`src/rtl/alu_writeback.sv`:
```
// rtl/alu_writeback.sv - ALU writeback stage: register-file write sequencing, Z/V flags, retired count
module alu_writeback #(
  parameter int REG_ADDR_W = 4
) (
  input  logic                  clk,
  input  logic                  rst,
  input  logic                  in_valid,
  output logic                  in_ready,
  input  logic [31:0]           result,
  input  logic                  z_flag,
  input  logic                  v_flag,
  input  logic                  flags_we,
  input  logic                  wide,
  input  logic [REG_ADDR_W-1:0] rd,
  input  logic [REG_ADDR_W-1:0] rd_hi,
  input  logic                  flush,
  output logic                  rf_we,
  output logic [REG_ADDR_W-1:0] rf_waddr,
  output logic [15:0]           rf_wdata,
  output logic                  z_reg,
  output logic                  v_reg,
  output logic [15:0]           retired
);

  typedef enum logic [0:0] {
    IDLE  = 1'b0,
    WR_HI = 1'b1
  } state_t;

  state_t                state_q, state_d;
  logic                  rf_we_q, rf_we_d;
  logic [REG_ADDR_W-1:0] rf_waddr_q, rf_waddr_d;
  logic [15:0]           rf_wdata_q, rf_wdata_d;
  logic                  z_q, z_d;
  logic                  v_q, v_d;
  logic [15:0]           retired_q, retired_d;
  logic [REG_ADDR_W-1:0] hold_addr_q, hold_addr_d;
  logic [15:0]           hold_data_q, hold_data_d;
  logic                  accept;

  assign in_ready = (state_q == IDLE) && !flush;
  assign accept   = in_valid && in_ready;

  assign rf_we    = rf_we_q;
  assign rf_waddr = rf_waddr_q;
  assign rf_wdata = rf_wdata_q;
  assign z_reg    = z_q;
  assign v_reg    = v_q;
  assign retired  = retired_q;

  // Next state: low half on accept, high half one cycle later unless flushed.
  always_comb begin
    state_d     = state_q;
    rf_we_d     = 1'b0;
    rf_waddr_d  = rf_waddr_q;
    rf_wdata_d  = rf_wdata_q;
    z_d         = z_q;
    v_d         = v_q;
    retired_d   = retired_q;
    hold_addr_d = hold_addr_q;
    hold_data_d = hold_data_q;
    case (state_q)
      IDLE: begin
        if (accept) begin
          rf_we_d    = 1'b1;
          rf_waddr_d = rd;
          rf_wdata_d = result[15:0];
          retired_d  = retired_q + 16'd1;
          if (flags_we) begin
            z_d = z_flag;
            v_d = v_flag;
          end
          if (wide) begin
            hold_addr_d = rd_hi;
            hold_data_d = result[31:16];
            state_d     = WR_HI;
          end
        end
      end
      WR_HI: begin
        state_d = IDLE;
        if (!flush) begin
          rf_we_d    = 1'b1;
          rf_waddr_d = hold_addr_q;
          rf_wdata_d = hold_data_q;
        end
      end
      default: state_d = IDLE;
    endcase
  end

  // State and output registers; reset abandons any pending high-half write.
  always_ff @(posedge clk or posedge rst) begin
    if (rst) begin
      state_q     <= IDLE;
      rf_we_q     <= 1'b0;
      rf_waddr_q  <= '0;
      rf_wdata_q  <= '0;
      z_q         <= 1'b0;
      v_q         <= 1'b0;
      retired_q   <= '0;
      hold_addr_q <= '0;
      hold_data_q <= '0;
    end else begin
      state_q     <= state_d;
      rf_we_q     <= rf_we_d;
      rf_waddr_q  <= rf_waddr_d;
      rf_wdata_q  <= rf_wdata_d;
      z_q         <= z_d;
      v_q         <= v_d;
      retired_q   <= retired_d;
      hold_addr_q <= hold_addr_d;
      hold_data_q <= hold_data_d;
    end
  end

endmodule
```
`config.mk`:
```
export PLATFORM = sky130hd
export DESIGN_NAME = alu_writeback
export DESIGN_NICKNAME = d
export VERILOG_FILES = /design/src/rtl/alu_writeback.sv
export SDC_FILE = /design/constraint.sdc
export NUM_CORES = 1
export LEC_CHECK = 0
export CORE_UTILIZATION = 45
export CTS_CLUSTER_DIAMETER = 80
export CTS_CLUSTER_SIZE = 10
export DETAILED_ROUTE_END_ITERATION = 10
export PLACE_DENSITY = 0.8
export SETUP_SLACK_MARGIN = 0.4
export SYNTH_ARGS = -nofsm -noshare
export SYNTH_HDL_FRONTEND = slang
export SYNTH_SLANG_ARGS = --single-unit
```
`constraint.sdc`:
```
create_clock -name clk -period 2.4 [get_ports clk]
set_input_delay 0.6 -clock clk [delete_from_list [all_inputs] [get_ports clk]]
set_output_delay 0.6 -clock clk [all_outputs]
set_load 0.1 [all_outputs]
```
## Word-level counts from Yosys, hierarchy flattened

Cells that the tools add are included.

- Add/sub/neg operators: 1
- Equality and inequality tests: 2
- Mux-type cells: 12
- Bitwise gates (word level): 1
- Reductions and logical operators: 7

Operators by type and width:

| cell | count |
|---|---|
| 16-bit 2-to-1 mux | 2 |
| 16-bit one-hot mux with 2 select lines | 1 |
| 16-bit by 1-bit adder with 16-bit output, second input constant | 1 |
| 4-bit 2-to-1 mux | 2 |
| 4-bit one-hot mux with 2 select lines | 1 |
| 3-bit AND reduction | 2 |
| 1-bit 2-to-1 mux | 4 |
| 2-bit inequality test, second input constant | 2 |
| 1-bit one-hot mux with 2 select lines | 2 |
| 2-bit AND reduction | 2 |
| 1-bit logical AND | 2 |
| 1-bit zero test | 1 |
| 1-bit inverter | 1 |

- Bits in registers: 60
- Input bits: 48
- Word-level logic and storage cells: 32

## Longest topological paths before layout

Gate-level depths: netlist of the first run.

- Depth in word-level cells: 5
- Gate-level depth with buffers: 6
- Gate-level depth less buffers: 5

## Worst setup path after synthesis of the first run

OpenSTA, ideal clock, no wires.

- Path type: reg-to-output
- Start: register state_q
- End: output in_ready
- Arrival: 1961 ps
- Data required time: 1800 ps
- Setup slack: -161 ps
- Cell stages (with the launch flop): 4
- Cell sequence: dfrtp_1 > buf_6 > buf_2 > nor2_1

- Longest elaborated chain between the ends: 2

Ends and longest elaborated chain:

| element | RTL line | source |
|---|---|---|
| start, declared | 30 | `state_t state_q, state_d;` |
| start signal, assigned | 105 | `state_q <= state_d;` |
| 1-bit inverter (no source line) | n/a |  |
| 1-bit logical AND | 41 | `assign in_ready = (state_q == IDLE) && !flush;` |
| end, declared | 8 | `output logic in_ready,` |

Every way passes these cells.

## Final worst setup path of the first run

- Start: input in_valid
- End: register retired_q[15] (netlist: retired[15])

- Longest elaborated chain between the ends: 2

Ends and longest elaborated chain:

| element | RTL line | source |
|---|---|---|
| start, declared | 7 | `input logic in_valid,` |
| 1-bit logical AND | 42 | `assign accept = in_valid && in_ready;` |
| 2-bit AND reduction (no source line) | n/a |  |
| end signal, assigned | 111 | `retired_q <= retired_d;` |
| end, declared | 36 | `logic [15:0] retired_q, retired_d;` |

Every way passes these cells.
A chain may end at the register's enable or synchronous reset.

==> results.cfg, run 1 <==
[status]
status = finished clean

[floorplan]
chipWidth_um = 77.1
row_count = 26
io_pins = 88
die_h_um = 77.1
die_area_um2 = 5950
coreArea_um2 = 5270
start_util_pct = 48.2

[drt]
drc = 0
num_vias = 1820
final_antenna_net_count = 0
drt-total-wl_mm = 5.38
drtIter0Drc = 101
wire_per_inst_um = 14.6
via_per_inst = 4.95
firstDrtPassIters = 4

[power]
power.leakage_nw = 1.64
switching_share_pct = 41.6
p_int_w = 0.00201
switching_power_w = 0.00143
clockPowerShare_pct = 23.8
power_w = 0.00344
pwr-share-comb_pct = 37.9
seq_power_share_pct = 38.3
power_density_nw_per_um2 = 945
ir_drop_mv = 0.518

[finish]
seq_area_um2 = 1510
fillCellCount = 399
final_util_pct = 69.1
areaGrowthSynthToFinish_pct = 43.4
instances_no_fill = 368
drive_gt1_share_pct = 30.9
final_cell_mix = dfrtp_1, clkdlybuf4s50_1, buf_4, nand2_1, mux2_2
multiInputGateArea_um2 = 981
layout_commonest_cell = dfrtp_1
n_antenna_cell = 0
layout.nets = 344

[sta]
setup_tns_ns = 0
hold_viol = 0
setup_viol = 0
rsz0062_at_grt = false
fin_skew_ns = 0.00770
setup_slack_ns = 0.495
max_clock_freq_mhz = 525
worst_pin_slew_ns = 0.572
slew_headroom_pct = 61.8
period_share_pct = 79.4
period_minus_slack_ns = 1.90
maxSlewViolCount = 0

[synthesis]
synth.yosys.warnings = 0
ys_types = 23
synth.avg_cell_area_um2 = 12.6
yosysSeqAreaShare_pct = 59.1
syn-num-nets = 250
syn_inst = 201
syn_area_um2 = 2540
yosys_register_bits = 60

[cts]
hold_buffers = 0
numCtsBuffers = 9
clkTransAtPathRegs_ns = 0.06
clock-sinks = 60
cts_tree = done
cts.htree.levels = 3
postCtsSetupBuffers = 0
cts_resized = 1
clk_path_buf_depth = 2
clock-root-buffer = clkbuf_8
clock_latency_ns = 0.32

[worst_setup_path]
arrival_ns = 2.15
crit_type = input port to flop
reg2reg_from = state_q
reg2reg_depth = 5
worst_r2r_endpoint = retired[15]
reg2reg_slack_ns = 0.68
crit_fanout = 10
end_kind = flop
worst_setup_path_start_kind = input port
cp_data_required_time_ns = 2.64

[global_routing]
overflow = 0
grt_pass1_vias = 1942
antenna_found_initial = 0
grt_max_degree = 42
grt_pass1_wl_mm = 9.22
track_usage_pct = 20.3

[placement]
portBuffers = 87
pre_cts_ws_ns = 0.130
routabilityCongestion = 0.738
dp_hpwl_mm = 3.88
dp.cells = 354

[min_path]
hp-class = flop to flop
min_to = rf_wdata[13]
holdPathStages = 2
min_from = rf_wdata[13]

[run]
maxCapViolCount = 0
## worst max-delay path, stage by stage
cell and delay [ns]:
clkdlybuf4s50_1 0.51, nor3b_4 0.23, buf_6 0.18, nand4_4 0.14, nor4_4 0.30, xor2_1 0.17
## cell usage after synthesis (all sizes together)
library cell   n  area share [%]
buf            6             1.7
dfrtp         60              59
and2           1            0.25
nor3b          1            0.74
o21ai         20             3.9
nor4           1            0.84
inv            3            0.44
nand4          4             1.6
nand3          1            0.20
mux2          23              10
and3           4            0.99
xor2           4             1.4
o21bai         1            0.30
nor2           5            0.74
xnor2         11             3.8
clkbuf         4            0.59
ha             1            0.49
nand2b         1            0.25
and4           1            0.34
mux2i         20             7.9
nand2         29             4.3
## worst max-delay path by stage
stage | slack (ns) | depth (start not counted) | from | end
global route | 0.43 | 6 | in_valid | retired[15]
detailed placement | 0.13 | 6 | flush | retired[15]
global placement | 0.17 | 6 | flush | retired[15]
CTS | 0.47 | 6 | in_valid | retired[15]
floorplan | 0.41 | 4 | retired[7] | retired[14]
finish | 0.50 | 6 | in_valid | retired[15]
## power by group through the flow
stage	combinational (W)	sequential, W	clock (W)
after global routing	0.00136	0.00134	0.000894
final	0.00130	0.00132	0.000819
after CTS	0.00131	0.00132	0.000845
after detailed placement	0.00131	0.00134	0
after global placement	0.00130	0.00133	0
after floorplan	0.000245	0.00206	0
## logic make-up after synthesis
group           share of synthesized area [%]
flops                                    59.1
xor+xnor                                 5.17
simple gates                             10.2
compound gates                           4.24
fa+ha+maj                               0.493
buf+inv                                  2.71
mux                                      18.1
## per-stage QoR
step | cell area, µm² | hold WS, ns
after CTS | 3640 | 0.485
final | 3640 | 0.479
after detailed placement | 3470 | 0.471
after global placement | 3470 | 0.463
after floorplan | 2560 | 0.480
after global routing | 3640 | 0.491
## cell type report
| type | instances | area share, % |
|---|---|---|
| Clock inverter | 3 | 1.10 |
| Multi-Input combinational cell | 128 | 26.9 |
| Inverter | 3 | 0.412 |
| Tap cell | 70 | 2.40 |
| Timing Repair Buffer | 93 | 24.2 |
| Sequential cell | 60 | 41.4 |
| Clock buffer | 11 | 3.61 |
## metal layers
metal	share of wire [%]	up-vias	GRT usage, %
met3	5.6	6	6.90
met1	43	882	24.9
met2	50	60	32.4
met5	0	-	0
met4	1.8	0	8.68
li1	-	872	-
Note: power is estimated with default switching activity, not from simulation.
==> run 2, diff against run 1 <==
==> constraint.sdc (replaced) <==
create_clock -name clk -period 2 [get_ports clk]
set_input_delay 0.5 -clock clk [delete_from_list [all_inputs] [get_ports clk]]
set_output_delay 0.5 -clock clk [all_outputs]
set_load 0.1 [all_outputs]
==> run 2 against run 1 <==
Net effect: sequential cell count unchanged; sequential power increased by 27%; first-iteration DRC count fell by 26%; setup slack got worse by 0.16 ns; count of clock-buffer cells in the layout grew 4.
==> results.cfg, run 2 (synthesis gave the netlist of run 1 again) <==
[sta]
slew_headroom_pct = 71.7
period_share_pct = 83.5
hold_viol = 0
setup_slack_ns = 0.331
maxSlewViolCount = 0
setup_viol = 0
worst_pin_slew_ns = 0.423
period_minus_slack_ns = 1.67
rsz0062_at_grt = true
max_clock_freq_mhz = 599
fin_skew_ns = 0.00674

[worst_setup_path]
cp.buffers_inverters = 3
cp_data_required_time_ns = 1.50
path_cells = clkdlybuf4s15_2, buf_4, nor2_4, buf_12
crit_type = input port to output pin
end_kind = output pin
crit_fanout = 2
worst_setup_path_start_kind = input port
max_stage_delay_ns = 0.22
arrival_ns = 1.17
slowest_stage = clkdlybuf4s15_2
cp_top_family = buffers and inverters

[floorplan]
die_area_um2 = 5950
chipWidth_um = 77.1
row_count = 26
coreArea_um2 = 5270
die_h_um = 77.1
io_pins = 88
start_util_pct = 48.2

[finish]
layout_commonest_cell = dfrtp_1
drive_gt1_share_pct = 39.5
layout.nets = 356
n_antenna_cell = 0
final_util_pct = 79.3
fillCellCount = 336
areaGrowthSynthToFinish_pct = 64.5
stdcell_area_um2 = 4180
instances_no_fill = 381
final_cell_mix = dfrtp_1, clkdlybuf4s50_1, buf_12, nand2_1

[min_path]
hp-class = flop to flop

[power]
p_int_w = 0.00257
switching_share_pct = 40.8
seq_power_share_pct = 38.4
clockPowerShare_pct = 19.7
switching_power_w = 0.00178
power.leakage_nw = 1.79
ir_drop_mv = 0.800
pwr-share-comb_pct = 41.9
power_w = 0.00435
power_density_nw_per_um2 = 1040

[placement]
pre_cts_ws_ns = -0.122
dp.cells = 359
portBuffers = 87
routabilityCongestion = 0.707
place_area_um2 = 3870
dp_hpwl_mm = 3.91

[cts]
hold_buffers = 0
clock-sinks = 60
clk_path_buf_depth = 2
cts_tree = done
numCtsBuffers = 9
clkTransAtPathRegs_ns = 0.06
clock_latency_ns = 0.33
cts.htree.levels = 3
clock-root-buffer = clkbuf_8

[run]
maxCapViolCount = 0

[global_routing]
grt_pass1_vias = 1913
overflow = 0
grt_max_degree = 61
grt_pass1_wl_mm = 9.34
antenna_found_initial = 0
track_usage_pct = 20.9

[drt]
num_vias = 1919
wire_per_inst_um = 15.2
drc = 0
firstDrtPassIters = 4
drt-total-wl_mm = 5.79
final_antenna_net_count = 0
via_per_inst = 5.04
drtIter0Drc = 75

[status]
status = finished clean
-- run 2: per-layer routing --
metal  global-route usage (%)  vias to the layer above  share of wire [%]
li1                         -                      899                  -
met1                     25.7                      942                 43
met2                     33.3                       67                 49
met3                     6.31                       11                5.9
met4                     10.2                        0                2.0
met5                        0                        -                  0
-- run 2: layout make-up --
cell class | instances | area [µm²] | area share, %
sequential | 60 | 1540 | 36.8
timing repair buffer | 105 | 1330 | 31.8
multi-input combinational | 128 | 1060 | 25.4
clock buffer | 15 | 146 | 3.50
tap | 70 | 87.6 | 2.10
inverter | 3 | 15.0 | 0.359
-- run 2: path summary, 6_finish.rpt --
path,cells after the start,from,slack (ns),to
max,4,flush,0.33,in_ready
min,2,rf_wdata[9],0.48,rf_wdata[9]
max reg2reg,8,state_q,0.38,retired[9]
min reg2reg,2,rf_wdata[9],0.48,rf_wdata[9]
max in group asynchronous,3,rst,1.11,retired[0]
min in group asynchronous,3,rst,0.61,hold_data_q[0]
-- run 2: power groups by stage --
stage / logic, W / registers [W] / clock network [W]
2_1_floorplan: 0.000312 / 0.00251 / 0
3_3_place_gp: 0.00178 / 0.00168 / 0
3_5_place_dp: 0.00181 / 0.00169 / 0
4_1_cts: 0.00183 / 0.00167 / 0.000884
5_1_grt: 0.00188 / 0.00170 / 0.000925
6_report: 0.00182 / 0.00167 / 0.000856
-- run 2: through the flow --
step / TNS, ns / hold slack (ns)
floorplan: -0.0000698 / 0.480
global placement: -0.931 / 0.462
detailed placement: -1.72 / 0.474
CTS: 0 / 0.487
global route: 0 / 0.510
finish: 0 / 0.484
-- run 2: worst register-to-register path, delay by kind of cell (launching register included) --
kind / cells / cell delay [ns]
xor gates and xnor gates: 1 / 0.14
buffers and inverters: 4 / 0.57
DFF: 1 / 0.42
and+or+nand+nor: 3 / 0.41
-- run 2: what timing repair did --
action                     CTS  global route
setup endpoints to repair   28            29
cloned                       1             0
pin swaps                    7             4
gates resized for setup     18             7
setup buffers                4             2
==> run 3, diff against run 2 <==
==> constraint.sdc (replaced) <==
create_clock -name clk -period 1.7 [get_ports clk]
set_input_delay 0.425 -clock clk [delete_from_list [all_inputs] [get_ports clk]]
set_output_delay 0.425 -clock clk [all_outputs]
set_load 0.1 [all_outputs]
==> run 3 against run 2 <==
Net effect: clock skew grew 0.012 ns; core utilization grew 14 points; sequential power grew 23%; setup slack lost 0.32 ns; cell count grew 6.6%; register-to-register slack lost 0.37 ns; count of clock-buffer cells in the layout shrank 5; critical endpoint is now hold_data_q[6].
==> results.cfg, run 3 (synthesis gave the netlist of run 1 again) <==
[drt]
drc = 0
wire_per_inst_um = 25.4
via_per_inst = 5.75
num_vias = 2335
final_antenna_net_count = 0
drtIter0Drc = 148
firstDrtPassIters = 4
drt-total-wl_mm = 10.3

[sta]
max_clock_freq_mhz = 592
fin_skew_ns = 0.0186
slew_headroom_pct = 75.8
setup_tns_ns = 0
hold_viol = 0
setup_slack_ns = 0.0110
period_minus_slack_ns = 1.69
rsz0062_at_grt = true
maxSlewViolCount = 0
period_share_pct = 99.4
worst_pin_slew_ns = 0.363
setup_viol = 0

[finish]
drive_gt1_share_pct = 56.8
final_cell_mix = buf_12, clkdlybuf4s50_1, dfrtp_2, buf_4, nand2_1
instances_no_fill = 406
layout.nets = 380
multiInputGateArea_um2 = 1210
seq_area_um2 = 1580
fillCellCount = 151
stdcell_area_um2 = 4900
final_util_pct = 92.9
n_antenna_cell = 0
areaGrowthSynthToFinish_pct = 92.8
layout_commonest_cell = buf_12

[worst_setup_path]
max_stage_delay_ns = 0.42
worst_r2r_endpoint = hold_data_q[6]
end_kind = flop
reg2reg_slack_ns = 0.01
worst_setup_path_start_kind = flop
endpoint = hold_data_q[6]
reg2reg_depth = 5
crit_type = flop to flop
crit_path_start = state_q
arrival_ns = 1.92
reg2reg_from = state_q
crit_fanout = 12
cp_data_required_time_ns = 1.93
slowest_stage = dfrtp_1
path_cells = buf_6, nor3b_4, and2_4, buf_12, mux2_4

[cts]
clkTransAtPathRegs_ns = 0.09
cts.htree.levels = 3
clk_path_buf_depth = 2
hold_buffers = 0
numCtsBuffers = 9
clock-root-buffer = clkbuf_8
cts_tree = done
clock_latency_ns = 0.37
clock-sinks = 60

[global_routing]
grt_max_degree = 33
grt_use_met2_pct = 51.3
grt_util_met3_pct = 8.10
grt_pass1_wl_mm = 13.0
antenna_found_initial = 0
overflow = 0
use_met1_pct = 32.9
track_usage_pct = 30.0
grt_pass1_vias = 2398
grt-busiest-layer = met2

[power]
switching_share_pct = 39.8
power.leakage_nw = 2.16
seq_power_share_pct = 32.2
pwr-share-comb_pct = 41.0
power_density_nw_per_um2 = 1300
clockPowerShare_pct = 26.8
ir_drop_mv = 1.20
switching_power_w = 0.00252
p_int_w = 0.00382

[floorplan]
chipWidth_um = 77.1
row_count = 26
start_util_pct = 48.2
coreArea_um2 = 5270
io_pins = 88
die_area_um2 = 5950
die_h_um = 77.1

[status]
status = finished clean

[placement]
dp.cells = 361
place_area_um2 = 4210
routabilityCongestion = 0.722
pre_cts_ws_ns = -0.293
portBuffers = 87
dp_hpwl_mm = 4.64

[run]
maxCapViolCount = 0

[min_path]
hp-class = input port to async pin
[run 3: cell count changes in the layout (fill, tap and decap cells not counted), moves of 15 or more]
cell and change:
buf_12 +16, dfrtp_1 -25, dfrtp_2 +22, mux2_2 -19, mux2_4 +19, o21ai_0 -15
[run 3: layout make-up]
class	count	area share, %
Tap cell	70	1.79
Inverter	3	0.307
Timing Repair Buffer	129	35.9
Sequential cell	60	32.2
Clock inverter	6	2.27
Multi-Input combinational cell	128	24.7
Clock buffer	10	2.81
[run 3: repair_timing]
action,CTS,global route
hold endpoints to repair,0,0
setup endpoints to repair,98,99
gates resized for setup,10,39
buffers inserted,19,6
pin swaps,1,10
gates cloned,2,2
[run 3: through the flow]
stage               total power [W]  hold WS, ns
finish                      0.00635        0.462
global route                0.00648        0.469
CTS                         0.00605        0.473
detailed placement          0.00438        0.499
global placement            0.00432        0.486
floorplan                   0.00340        0.480
[run 3: power by group through the flow]
stage                     Clock (W)  Combinational (W)  Sequential, W
after floorplan                   0           0.000426        0.00298
after global routing        0.00176            0.00266        0.00206
after global placement            0            0.00228        0.00204
after CTS                   0.00161            0.00244        0.00201
after detailed placement          0            0.00233        0.00205
final                       0.00170            0.00260        0.00205
[run 3: per-layer routing]
metal / vias to the layer above / wire length [µm]
li1: 946 / -
met1: 1196 / 3660
met2: 152 / 5470
met3: 41 / 695
met4: 0 / 479
met5: - / 0
[run 3: worst min path at each step]
stage	end	slack, ns	depth (start not counted)
after floorplan	hold_addr_q[3]	0.48	1
after global placement	retired[15]	0.49	1
after detailed placement	hold_data_q[7]	0.50	1
after CTS	v_reg	0.47	3
after global routing	rf_waddr[3]	0.47	3
final	rf_waddr[3]	0.46	3
[run 3: worst max-delay path: cells and delay by family (launching register included)]
kind                   cells  cell delay, ns
flip-flops                 1            0.42
buffers and inverters      2            0.31
AND/OR/NAND/NOR            2            0.49
multiplexers               1            0.32
